## src/rtl/regfile_write_arbiter.sv

```systemverilog
// Write-port owner for the 32x32 register file: clear sweep after reset,
// then round-robin sharing of the write port between the ALU (A) and load (B)
// writeback paths. Every output is registered so it is stable across the
// register file's negedge write.
module regfile_write_arbiter #(
  parameter int DATA_W     = 32,
  parameter int ADDR_W     = 5,
  parameter int NUM_REGS   = 32,
  parameter bit INIT_CLEAR = 1'b1
) (
  input  logic              i_clk,
  input  logic              i_rst,
  input  logic              i_req_a,
  input  logic [ADDR_W-1:0] i_reg_a,
  input  logic [DATA_W-1:0] i_data_a,
  output logic              o_gnt_a,
  input  logic              i_req_b,
  input  logic [ADDR_W-1:0] i_reg_b,
  input  logic [DATA_W-1:0] i_data_b,
  output logic              o_gnt_b,
  output logic              o_reg_write,
  output logic [ADDR_W-1:0] o_write_reg,
  output logic [DATA_W-1:0] o_data_write,
  output logic              o_init_done,
  output logic [7:0]        o_drop_cnt
);

  // state  | meaning
  // S_INIT | clear sweep, one register zeroed per cycle, requests ignored
  // S_RUN  | round-robin arbitration between A and B
  typedef enum logic {S_INIT = 1'b0, S_RUN = 1'b1} state_t;

  localparam logic [ADDR_W-1:0] LAST_IDX = ADDR_W'(NUM_REGS - 1);

  state_t              r_state;
  state_t              w_state_nxt;
  logic [ADDR_W-1:0]   r_idx;
  logic                r_rr_b;      // 1: B preferred on the next contention
  logic                w_gnt_a;
  logic                w_gnt_b;
  logic                w_we_nxt;
  logic [ADDR_W-1:0]   w_wreg_nxt;
  logic [DATA_W-1:0]   w_wdata_nxt;
  logic                w_drop_inc;

  // State register
  always_ff @(posedge i_clk) begin
    if (i_rst) r_state <= INIT_CLEAR ? S_INIT : S_RUN;
    else       r_state <= w_state_nxt;
  end

  // Next state: leave the sweep once the last index has been presented
  always_comb begin
    w_state_nxt = r_state;
    if (r_state == S_INIT && r_idx == LAST_IDX) w_state_nxt = S_RUN;
  end

  // Output decode: next values for the registered write port and grants
  always_comb begin
    w_gnt_a     = 1'b0;
    w_gnt_b     = 1'b0;
    w_we_nxt    = 1'b0;
    w_wreg_nxt  = o_write_reg;
    w_wdata_nxt = o_data_write;
    w_drop_inc  = 1'b0;
    if (r_state == S_INIT) begin
      w_we_nxt    = 1'b1;
      w_wreg_nxt  = r_idx;
      w_wdata_nxt = '0;
    end else begin
      w_gnt_a = i_req_a & (~i_req_b | ~r_rr_b);
      w_gnt_b = i_req_b & (~i_req_a |  r_rr_b);
      if (w_gnt_a) begin
        w_wreg_nxt  = i_reg_a;
        w_wdata_nxt = i_data_a;
        w_we_nxt    = |i_reg_a;
        w_drop_inc  = ~|i_reg_a;
      end else if (w_gnt_b) begin
        w_wreg_nxt  = i_reg_b;
        w_wdata_nxt = i_data_b;
        w_we_nxt    = |i_reg_b;
        w_drop_inc  = ~|i_reg_b;
      end
    end
  end

  // Sweep index and round-robin pointer
  always_ff @(posedge i_clk) begin
    if (i_rst) begin
      r_idx  <= '0;
      r_rr_b <= 1'b0;
    end else begin
      if (r_state == S_INIT) r_idx <= (r_idx == LAST_IDX) ? '0 : r_idx + ADDR_W'(1);
      if (w_gnt_a)      r_rr_b <= 1'b1;
      else if (w_gnt_b) r_rr_b <= 1'b0;
    end
  end

  // Registered outputs; writes to $0 are granted but suppressed and counted
  always_ff @(posedge i_clk) begin
    if (i_rst) begin
      o_gnt_a      <= 1'b0;
      o_gnt_b      <= 1'b0;
      o_reg_write  <= 1'b0;
      o_write_reg  <= '0;
      o_data_write <= '0;
      o_init_done  <= ~INIT_CLEAR;
      o_drop_cnt   <= 8'd0;
    end else begin
      o_gnt_a      <= w_gnt_a;
      o_gnt_b      <= w_gnt_b;
      o_reg_write  <= w_we_nxt;
      o_write_reg  <= w_wreg_nxt;
      o_data_write <= w_wdata_nxt;
      o_init_done  <= (r_state == S_RUN);
      if (w_drop_inc && o_drop_cnt != 8'hFF) o_drop_cnt <= o_drop_cnt + 8'd1;
    end
  end

endmodule

```

## config.mk

```make
export PLATFORM = sky130hd
export DESIGN_NAME = regfile_write_arbiter
export DESIGN_NICKNAME = d
export VERILOG_FILES = /design/src/rtl/regfile_write_arbiter.sv
export SDC_FILE = /design/constraint.sdc
export NUM_CORES = 1
export LEC_CHECK = 0
export ABC_AREA = 1
export CORE_UTILIZATION = 26
export DETAILED_ROUTE_END_ITERATION = 10
export GPL_ROUTABILITY_DRIVEN = 0
export GPL_TIMING_DRIVEN = 0
export SYNTH_ARGS = -nofsm -noshare
export SYNTH_HDL_FRONTEND = slang
export SYNTH_SLANG_ARGS = --single-unit
export TNS_END_PERCENT = 30
```

## constraint.sdc

```tcl
create_clock -name i_clk -period 1.4 [get_ports i_clk]
set_input_delay 0.28 -clock i_clk [delete_from_list [all_inputs] [get_ports i_clk]]
set_output_delay 0.28 -clock i_clk [all_outputs]
set_load 0.01 [all_outputs]
```

==> flow_summary.toml <==
[clocking]
clk_pin_slew_ns = 0.10
clockBufferDepth = 2
cts_buffers = 5
clk_latency_ns = 0.30
cts_tree = "built"
h-tree-depth = 2
cts_root_buf = "clkbuf_8"
clock_sinks = 56

[final_layout]
finish.utilization_pct = 43.88
diodes = 0
largest_register_ffs = 32
stdcell_area_sq_mm = 0.004309
regMostFlops = "o_data_write"
area_delta_synth_final_pct = 62.38
reg_top3 = "o_data_write (32), o_drop_cnt (8)"
drive_gt1_share_pct = 12.41
finalNetCount = 620
fill_cells = 1085
fin_cells = 673

[setup_path]
cp_num_cells = 8
path_class = "reg -> reg"
crit_family = "simple AND/OR/NAND/NOR gates"
slowest_delay_ns = 0.36
start_kind = "register"
critPathBufInv = 0
worstPathCellList = "ha_1 > nand2_1 > nor2_2 > a21oi_1 > nand3_1 > nand2_1 > nand2_1 > nor2_1"
worst_path_max_delay_cell = "dfxtp_2"
critPathRequiredTime_ns = 1.64
crit_path_frequent_cell = "nand2_1"
worstPathMaxFanout = 4
r2r_cells = 8
crit_path_end_kind = "register"
crit_arrival_ns = 1.60

[outcome]
status = "finished, final reports clean"

[yosys]
syn_area_per_cell_sq_um = 6.702
synth_edf_count = 0
ys_seq_area_share_pct = 42.24
synth_cells = 396
syn_area_sq_mm = 0.002654
synth-xor-area-share_pct = 0.9901
synth_top_family_by_area = "simple AND/OR/NAND/NOR gates"
synth_top_area_cell = "dfxtp_1"
synth_top_area_share_pct = 42.24
ys.flop_type = "dfxtp_1"
synth.distinct_cells = 29
ys_top_cells_by_count = "147 x nand2_1, 56 x dfxtp_1, 42 x o21ai_0"
synthAdderAreaFrac_pct = 1.414
ys_top_cells_by_area = "dfxtp_1 42%, nand2_1 21%, o21ai_0 7.9%"
yosysWarnings = 0
ys_ff_latch = 56
synth-compound-area-share_pct = 17.73
synth_mux_area_share_pct = 0
synth_nets = 477
synthSimpleGateAreaFrac_pct = 29.84
asyncSetResetFlopFracSynth_pct = 0
synth_most_common_cell = "nand2_1"

[place]
placed_cell_area_sq_mm = 0.004071
port_buffers = 125
dp_hpwl_um = 6395
preCtsSetupSlack_ns = -0.6557
dp.cells = 654

[drt]
drtIter0Drc = 108
vias = 3005
drc = 0
wl_um = 8635
first_pass_iters = 4
ant_nets = 0
wl_per_cell_um = 12.83
via_per_inst = 4.465

[global_routing]
grt_max_degree = 16
grt-ovfl-total = 0
grt_pass1_wl_um = 12560
antenna_found_initial = 0
grt_usage_pct = 15.22
grt_pass1_vias = 2605

[power]
switching_share_pct = 24.42
p_leak_nw = 2.021
ir_drop_v = 0.0003773
p_switching_mw = 0.7423
fin_total_pwr_mw = 3.039
power.density_mw_per_mm2 = 705.3
pwr-share-clk_pct = 29.8
internal_power_mw = 2.297
sequentialPowerShare_pct = 53.1
combinationalPowerShare_pct = 17.0

[die]
die_w_um = 103.0
io_pins = 127
num_rows = 36
die_h_um = 103.0
start_util_pct = 27.03
core-area_sq_mm = 0.009819
fp.dieArea_sq_mm = 0.01062

[timing]
finalSetupViolCount = 0
max_freq_mhz = 736.4
fin_setup_tns_ns = 0
rsz0062_at_grt = "true"
finalCritPeriodShare_pct = 97.00
finalHoldViolations = 0
tightestPinTransition_ns = 0.4724
final.setup.worst_slack_ns = 0.04203
fin_skew_ns = 0.006761
timing.hold.ws_ns = 0.4398
final_max_slew_viol_count = 0
relSlewSlack_pct = 68.51
min_period_ns = 1.358

[worst_hold_path]
hold_path_class = "in -> reg"
worstHoldPathCells = 5

[run]
max_cap_violations = 0
==> placed cells by master, fill, tap and decap left out, drive strengths merged <==
cell type	synthesis	routed
a21oi	37	37
a31oi	1	1
buf	10	19
clkbuf	9	17
clkdlybuf4s50	0	69
clkinv	1	1
dfxtp	56	56
dlygate4sd2	0	53
dlymetal6s2s	0	3
ha	3	3
inv	30	30
nand2	149	150
nand3	9	10
nand4	3	3
nor2	30	30
nor3	5	5
nor4	1	1
o211ai	4	4
o21ai	44	44
o22ai	1	1
xnor2	1	1
xor2	2	2
==> per-layer routing <==
| metal | vias up | share of wire (%) | global-route usage (%) |
|---|---|---|---|
| li1 | 1553 | - | - |
| met1 | 1354 | 44 | 19.03 |
| met2 | 94 | 48 | 26.82 |
| met3 | 4 | 6.8 | 3.525 |
| met4 | 0 | 0.51 | 2.817 |
| met5 | - | 0 | 0 |
==> cell type report <==
class	instances	area, sq um	area share (%)
plain buffers	19	98.84	2.294
well taps	133	166.4	3.862
clock buffers	8	90.09	2.091
inverters	31	122.6	2.846
multi-input cells	292	1408	32.67
flip-flops and latches	56	1139	26.42
repair buffers	134	1285	29.82
==> tightest hold or removal path: cells and delay by family <==
family / cells / cell delay (ns)
AOI/OAI and AO/OA: 2 / 0.12
and+or+nand+nor: 2 / 0.12
buffers and inverters: 1 / 0.17
==> power by group through the flow <==
stage / combinational [mW] / sequential, mW / clock (mW)
after global placement: 0.490 / 1.65 / 0
after detailed placement: 0.493 / 1.65 / 0
final: 0.518 / 1.61 / 0.907
after floorplan: 0.197 / 1.65 / 0
after CTS: 0.498 / 1.62 / 0.960
after global routing: 0.572 / 1.62 / 1.02
==> kinds of logic after synthesis <==
kind of cell    count (synthesis)
compound gates                 87
fa+ha+maj                       3
flops                          56
xor+xnor                        3
simple gates                  197
buf+inv                        50
==> timing repair <==
item / 4_1_cts / 5_1_grt
endpoints found under the setup margin: 101 / 28
cloned: 0 / 2
gates resized for setup: 71 / 27
pin swaps: 5 / 6
hold buffers: 0 / 0
buffers inserted: 4 / 5
==> final timing paths <==
| path | startpoint | to | slack [ns] |
|---|---|---|---|
| min | i_req_a | o_data_write[0]$_SDFFE_PP0P_ | 0.44 |
| max reg2reg | o_drop_cnt[0]$_SDFFE_PP0P_ | o_drop_cnt[3]$_SDFFE_PP0P_ | 0.04 |
| max | o_drop_cnt[0]$_SDFFE_PP0P_ | o_drop_cnt[3]$_SDFFE_PP0P_ | 0.04 |
| min reg2reg | o_data_write[14]$_SDFFE_PP0P_ | o_data_write[14]$_SDFFE_PP0P_ | 0.46 |
Note: power is estimated with default switching activity, not from simulation.
==> RTL change 1: new RTL, config.mk and constraints unchanged <==
Reset style: asynchronous (`i_rst`), changed in 3 clocked blocks.
--- a/src/rtl/regfile_write_arbiter.sv
+++ b/src/rtl/regfile_write_arbiter.sv
@@ -45,5 +45,5 @@
 
   // State register
-  always_ff @(posedge i_clk) begin
+  always_ff @(posedge i_clk or posedge i_rst) begin
     if (i_rst) r_state <= INIT_CLEAR ? S_INIT : S_RUN;
     else       r_state <= w_state_nxt;
@@ -86,5 +86,5 @@
 
   // Sweep index and round-robin pointer
-  always_ff @(posedge i_clk) begin
+  always_ff @(posedge i_clk or posedge i_rst) begin
     if (i_rst) begin
       r_idx  <= '0;
@@ -98,5 +98,5 @@
 
   // Registered outputs; writes to $0 are granted but suppressed and counted
-  always_ff @(posedge i_clk) begin
+  always_ff @(posedge i_clk or posedge i_rst) begin
     if (i_rst) begin
       o_gnt_a      <= 1'b0;
Behaviour: differs if i_rst is asserted again (counterexample within 4 cycles, from zero or initial values and one cycle with i_rst high); with i_rst held inactive, the same outputs for 10 cycles.
==> RTL change 1 against the original RTL <==
Worst setup slack got worse by 0.86 ps. Cell area increased by 9.0%. Sequential cell count is the same. Count of clock-buffer cells in the layout down 3. Wire length barely moved. Synthesized area grew 6.9%. Sequential share of layout area rose by 3.5 points. Critical endpoint is now o_data_write[14]$_DFFE_PP0P_.
Power is not compared: it rests on default switching activity, and its combinational part moved more than twofold at a synthesized area within 25%.
==> RTL change 1: results (changes against the original RTL) <==
* Final net count at 606 (-2.3%)
* Total wire length at 8630 microns (about the same)
* WL met2 at 4110 microns (-1.2%)
* Dpl ws at -648 ps (+7.26 ps)
* Placed wire-length estimate at 6300 microns (-1.6%)
* Met2 Use GR at 0.261 (-0.00707)
* First-pass GRT wire length at 14100 microns (+12%)
* Vias in the first global route at 2931 (+13%)
* Wl on met1 at 3840 microns (about the same)
* Worst-path maximum fanout at 10 (+6)
* Post-synth top cells: 88 x nand2_1, 56 x dfrtp_1, 51 x inv_1
* WP data arrival at 1550 ps (-50 ps)
* Final cell count without fillers at 662 (-1.6%)
* Met3 wire length at 536 microns (-8.8%)
* Max-slew headroom at 0.655 (-0.0305)
* Yosys cell types at 21 (-28%)
* Worst path slowest cell: dfrtp_1
* # fillers at 1072 (-1.2%)
* Grt met1 use at 0.199 (+0.00824)
* Post-Syn Instances at 372 (-6.1%)
* Post-synthesis sequential area ratio at 0.494 (+0.0714)
* Cell family with most CP delay: buffers and inverters
* Syn_nets at 453 (-5.0%)
* Max incr delay on CP at 400 ps (+40 ps)
* Synth area leaders: dfrtp_1 49%, nand2_1 12%, o21ai_0 6.9%
* Clk_skew at 7.84 ps (+1.08 ps)
* Largest net degree at the start of global routing at 57 (+41)
* PortBufs at 126 (+0.80%)
* Share of cells above drive strength 1 at 0.150 (+0.0261)
* Ys async rst share at 1.00 (+1.00)
* Class of the worst hold path: input pin to asynchronous set/reset pin
* Outcome: complete, no violations
* Met3 usage at 0.0349 (-0.000306)
* DR vias/cell at 4.41 (-1.1%)
* Synth Flop Type: dfrtp_1
-- RTL change 1: kinds of logic (layout without fill, tap and decap cells) --
logic type | Yosys count | in the layout | synth area share
simple gates | 162 | 162 | 0.233
compound gates | 79 | 79 | 0.141
buf+inv | 68 | 222 | 0.107
flops | 56 | 56 | 0.494
xor+xnor | 4 | 4 | 0.0123
fa+ha+maj | 3 | 3 | 0.0132
-- RTL change 1: final cells by class --
class	count	area share
clock inverter	3	0.00986
clock buffer	5	0.0147
multi-input combinational	248	0.270
tap	136	0.0362
buffer	17	0.0346
timing repair buffer	146	0.294
sequential	56	0.299
inverter	51	0.0416
-- RTL change 1: path summary, 6_finish.rpt --
| kind | from | to | slack, ps | depth (start not counted) |
|---|---|---|---|---|
| setup / recovery | r_state$_DFFE_PP0P_ | o_data_write[14]$_DFFE_PP0P_ | 40 | 8 |
| hold / removal | i_rst | r_idx[3]$_DFFE_PP0N_ | 140 | 2 |
| setup reg to reg | r_state$_DFFE_PP0P_ | o_data_write[14]$_DFFE_PP0P_ | 40 | 8 |
| hold reg to reg | o_write_reg[2]$_DFFE_PP0P_ | o_write_reg[2]$_DFFE_PP0P_ | 480 | 2 |
| max in group asynchronous | i_rst | o_drop_cnt[6]$_DFFE_PP0P_ | 730 | 3 |
| min in group i_clk | i_req_a | r_rr_b$_DFFE_PP0P_ | 380 | 3 |
-- RTL change 1: power by group through the flow --
stage / Sequential (uW) / Combinational, uW / Clock (uW)
floorplan: 2090 / 455 / 0
global placement: 2000 / 1320 / 0
detailed placement: 2000 / 1340 / 0
CTS: 1950 / 1260 / 1140
global route: 2000 / 1490 / 1200
finish: 1970 / 1330 / 1090
==> RTL change 2: new RTL, config.mk and constraints unchanged <==
Made on the original files. Change the parameter `INIT_CLEAR` from 1'b1 to 1'b0.
--- a/src/rtl/regfile_write_arbiter.sv
+++ b/src/rtl/regfile_write_arbiter.sv
@@ -7,5 +7,5 @@
   parameter int ADDR_W     = 5,
   parameter int NUM_REGS   = 32,
-  parameter bit INIT_CLEAR = 1'b1
+  parameter bit INIT_CLEAR = 1'b0
 ) (
   input  logic              i_clk,
Check against the original RTL: not equivalent (a bounded check fails within 4 cycles, from zero or initial values and one cycle with i_rst high).
==> RTL change 2 against the original RTL <==
Fmax up 1.7%. Worst setup slack better by 23 ps. Critical path type unchanged. Sequential cell count down 7. Power up 10%. Utilization up 3.4 points. Cell area down 13%. Synthesized area down 18%. Wire length down 20%.
==> RTL change 2: results (changes against the original RTL) <==
* Upper clock frequency limit at 749 MHz (+1.7%)
* R2r endpoint: o_drop_cnt[1]$_SDFFE_PP0P_
* Post-CTS Resized at 67 (-5.6%)
* Vias in the first global route at 2486 (-4.6%)
* Max incr delay on CP at 380 ps (+20 ps)
* First-pass GRT wire length at 11300 microns (-9.7%)
* Worst-path maximum fanout at 6 (+2)
* WL met2 at 3170 microns (-24%)
* Worst path slowest cell: dfxtp_4
* Share of cells above drive strength 1 at 0.109 (-0.0154)
* Placed wire-length estimate at 5100 microns (-20%)
* Hold path start: i_rst
* Slew at the pin closest to its max-slew limit at 508 ps (+35.1 ps)
* R2r setup slk at 60 ps (+20 ps)
* Outcome: complete, no violations
* PortBufs at 124 (-0.80%)
* All-layer global routing usage at 0.165 (+0.0129)
* Total wire length at 6890 microns (-20%)
* Wl on met1 at 2930 microns (-24%)
* Clk_skew at 9.86 ps (+3.10 ps)
* Syn_nets at 390 (-18%)
* WP data arrival at 1580 ps (-20 ps)
* # fillers at 791 (-27%)
* Min-Delay Endpoint: o_gnt_b$_SDFF_PP0_
* Met3 wire length at 737 microns (+25%)
* Worst hold path cell count at 2 (-3)
* Dpl ws at -726 ps (-70.5 ps)
* DRT iter0 DRCs at 76 (-30%)
* Post-synthesis sequential area ratio at 0.453 (+0.0307)
* P_leak at 0.00166 uW (-18%)
* Final net count at 529 (-15%)
* Crit path from: o_drop_cnt[0]$_SDFFE_PP0P_
* Yosys cell types at 24 (-17%)
* Critical Path End: o_drop_cnt[1]$_SDFFE_PP0P_
* Post-synth top cells: 134 x nand2_1, 49 x dfxtp_1, 36 x a31oi_1
* Synth area leaders: dfxtp_1 45%, nand2_1 23%, a31oi_1 10%
* DR vias/cell at 4.54 (+1.8%)
* R2R depth at 8 (unchanged)
==> RTL change 2: cell count changes after synthesis, moves of 3 or more <==
cell,before,now
nand4_1,3,7
nor2_1,29,34
inv_1,27,13
nand2_1,147,134
o21ai_0,42,2
clkbuf_1,9,6
a21oi_1,36,3
nand3_1,8,4
nor3_1,5,1
a31oi_1,1,36
dfxtp_1,56,49
o211ai_1,4,0
buf_6,0,3
==> RTL change 2: cells by family (layout without fill, tap and decap cells) <==
family | Yosys count | count (layout) | synth area share
flops | 49 | 49 | 0.453
other cells | 1 | 1 | 0.00173
simple gates | 184 | 184 | 0.342
compound gates | 44 | 44 | 0.126
fa+ha+maj | 1 | 1 | 0.00578
buf+inv | 32 | 172 | 0.0711
==> RTL change 2: area by class of cell <==
class / count / share of cell area
Buffer: 16 / 0.0282
Clock buffer: 6 / 0.0195
Clock inverter: 2 / 0.0104
Inverter: 16 / 0.0181
Multi-Input combinational cell: 230 / 0.291
Sequential cell: 49 / 0.266
Tap cell: 102 / 0.0342
Timing Repair Buffer: 132 / 0.333
==> RTL change 2: metal layers <==
metal  track usage  vias to the layer above
met3        0.0691                        5
li1              -                     1287
met1         0.197                     1122
met2         0.276                       99
met4        0.0346                        0
met5             0                        -
==> RTL change 2: through the flow <==
stage	utilization	TNS (ps)	std cells	power [uW]	hold WS, ps
after floorplan	-	0	311	1910	447
final	0.473	0	553	3350	359
after global placement	0.448	-25390	537	2400	463
after detailed placement	0.448	-27020	537	2410	466
after global routing	0.473	-31.1	553	3550	399
after CTS	0.464	-119	549	3400	369
==> RTL change 2: power by group <==
group | switching (uW) | internal (uW)
sequential | 56.0 | 1500
combinational | 359 | 422
clock | 479 | 537
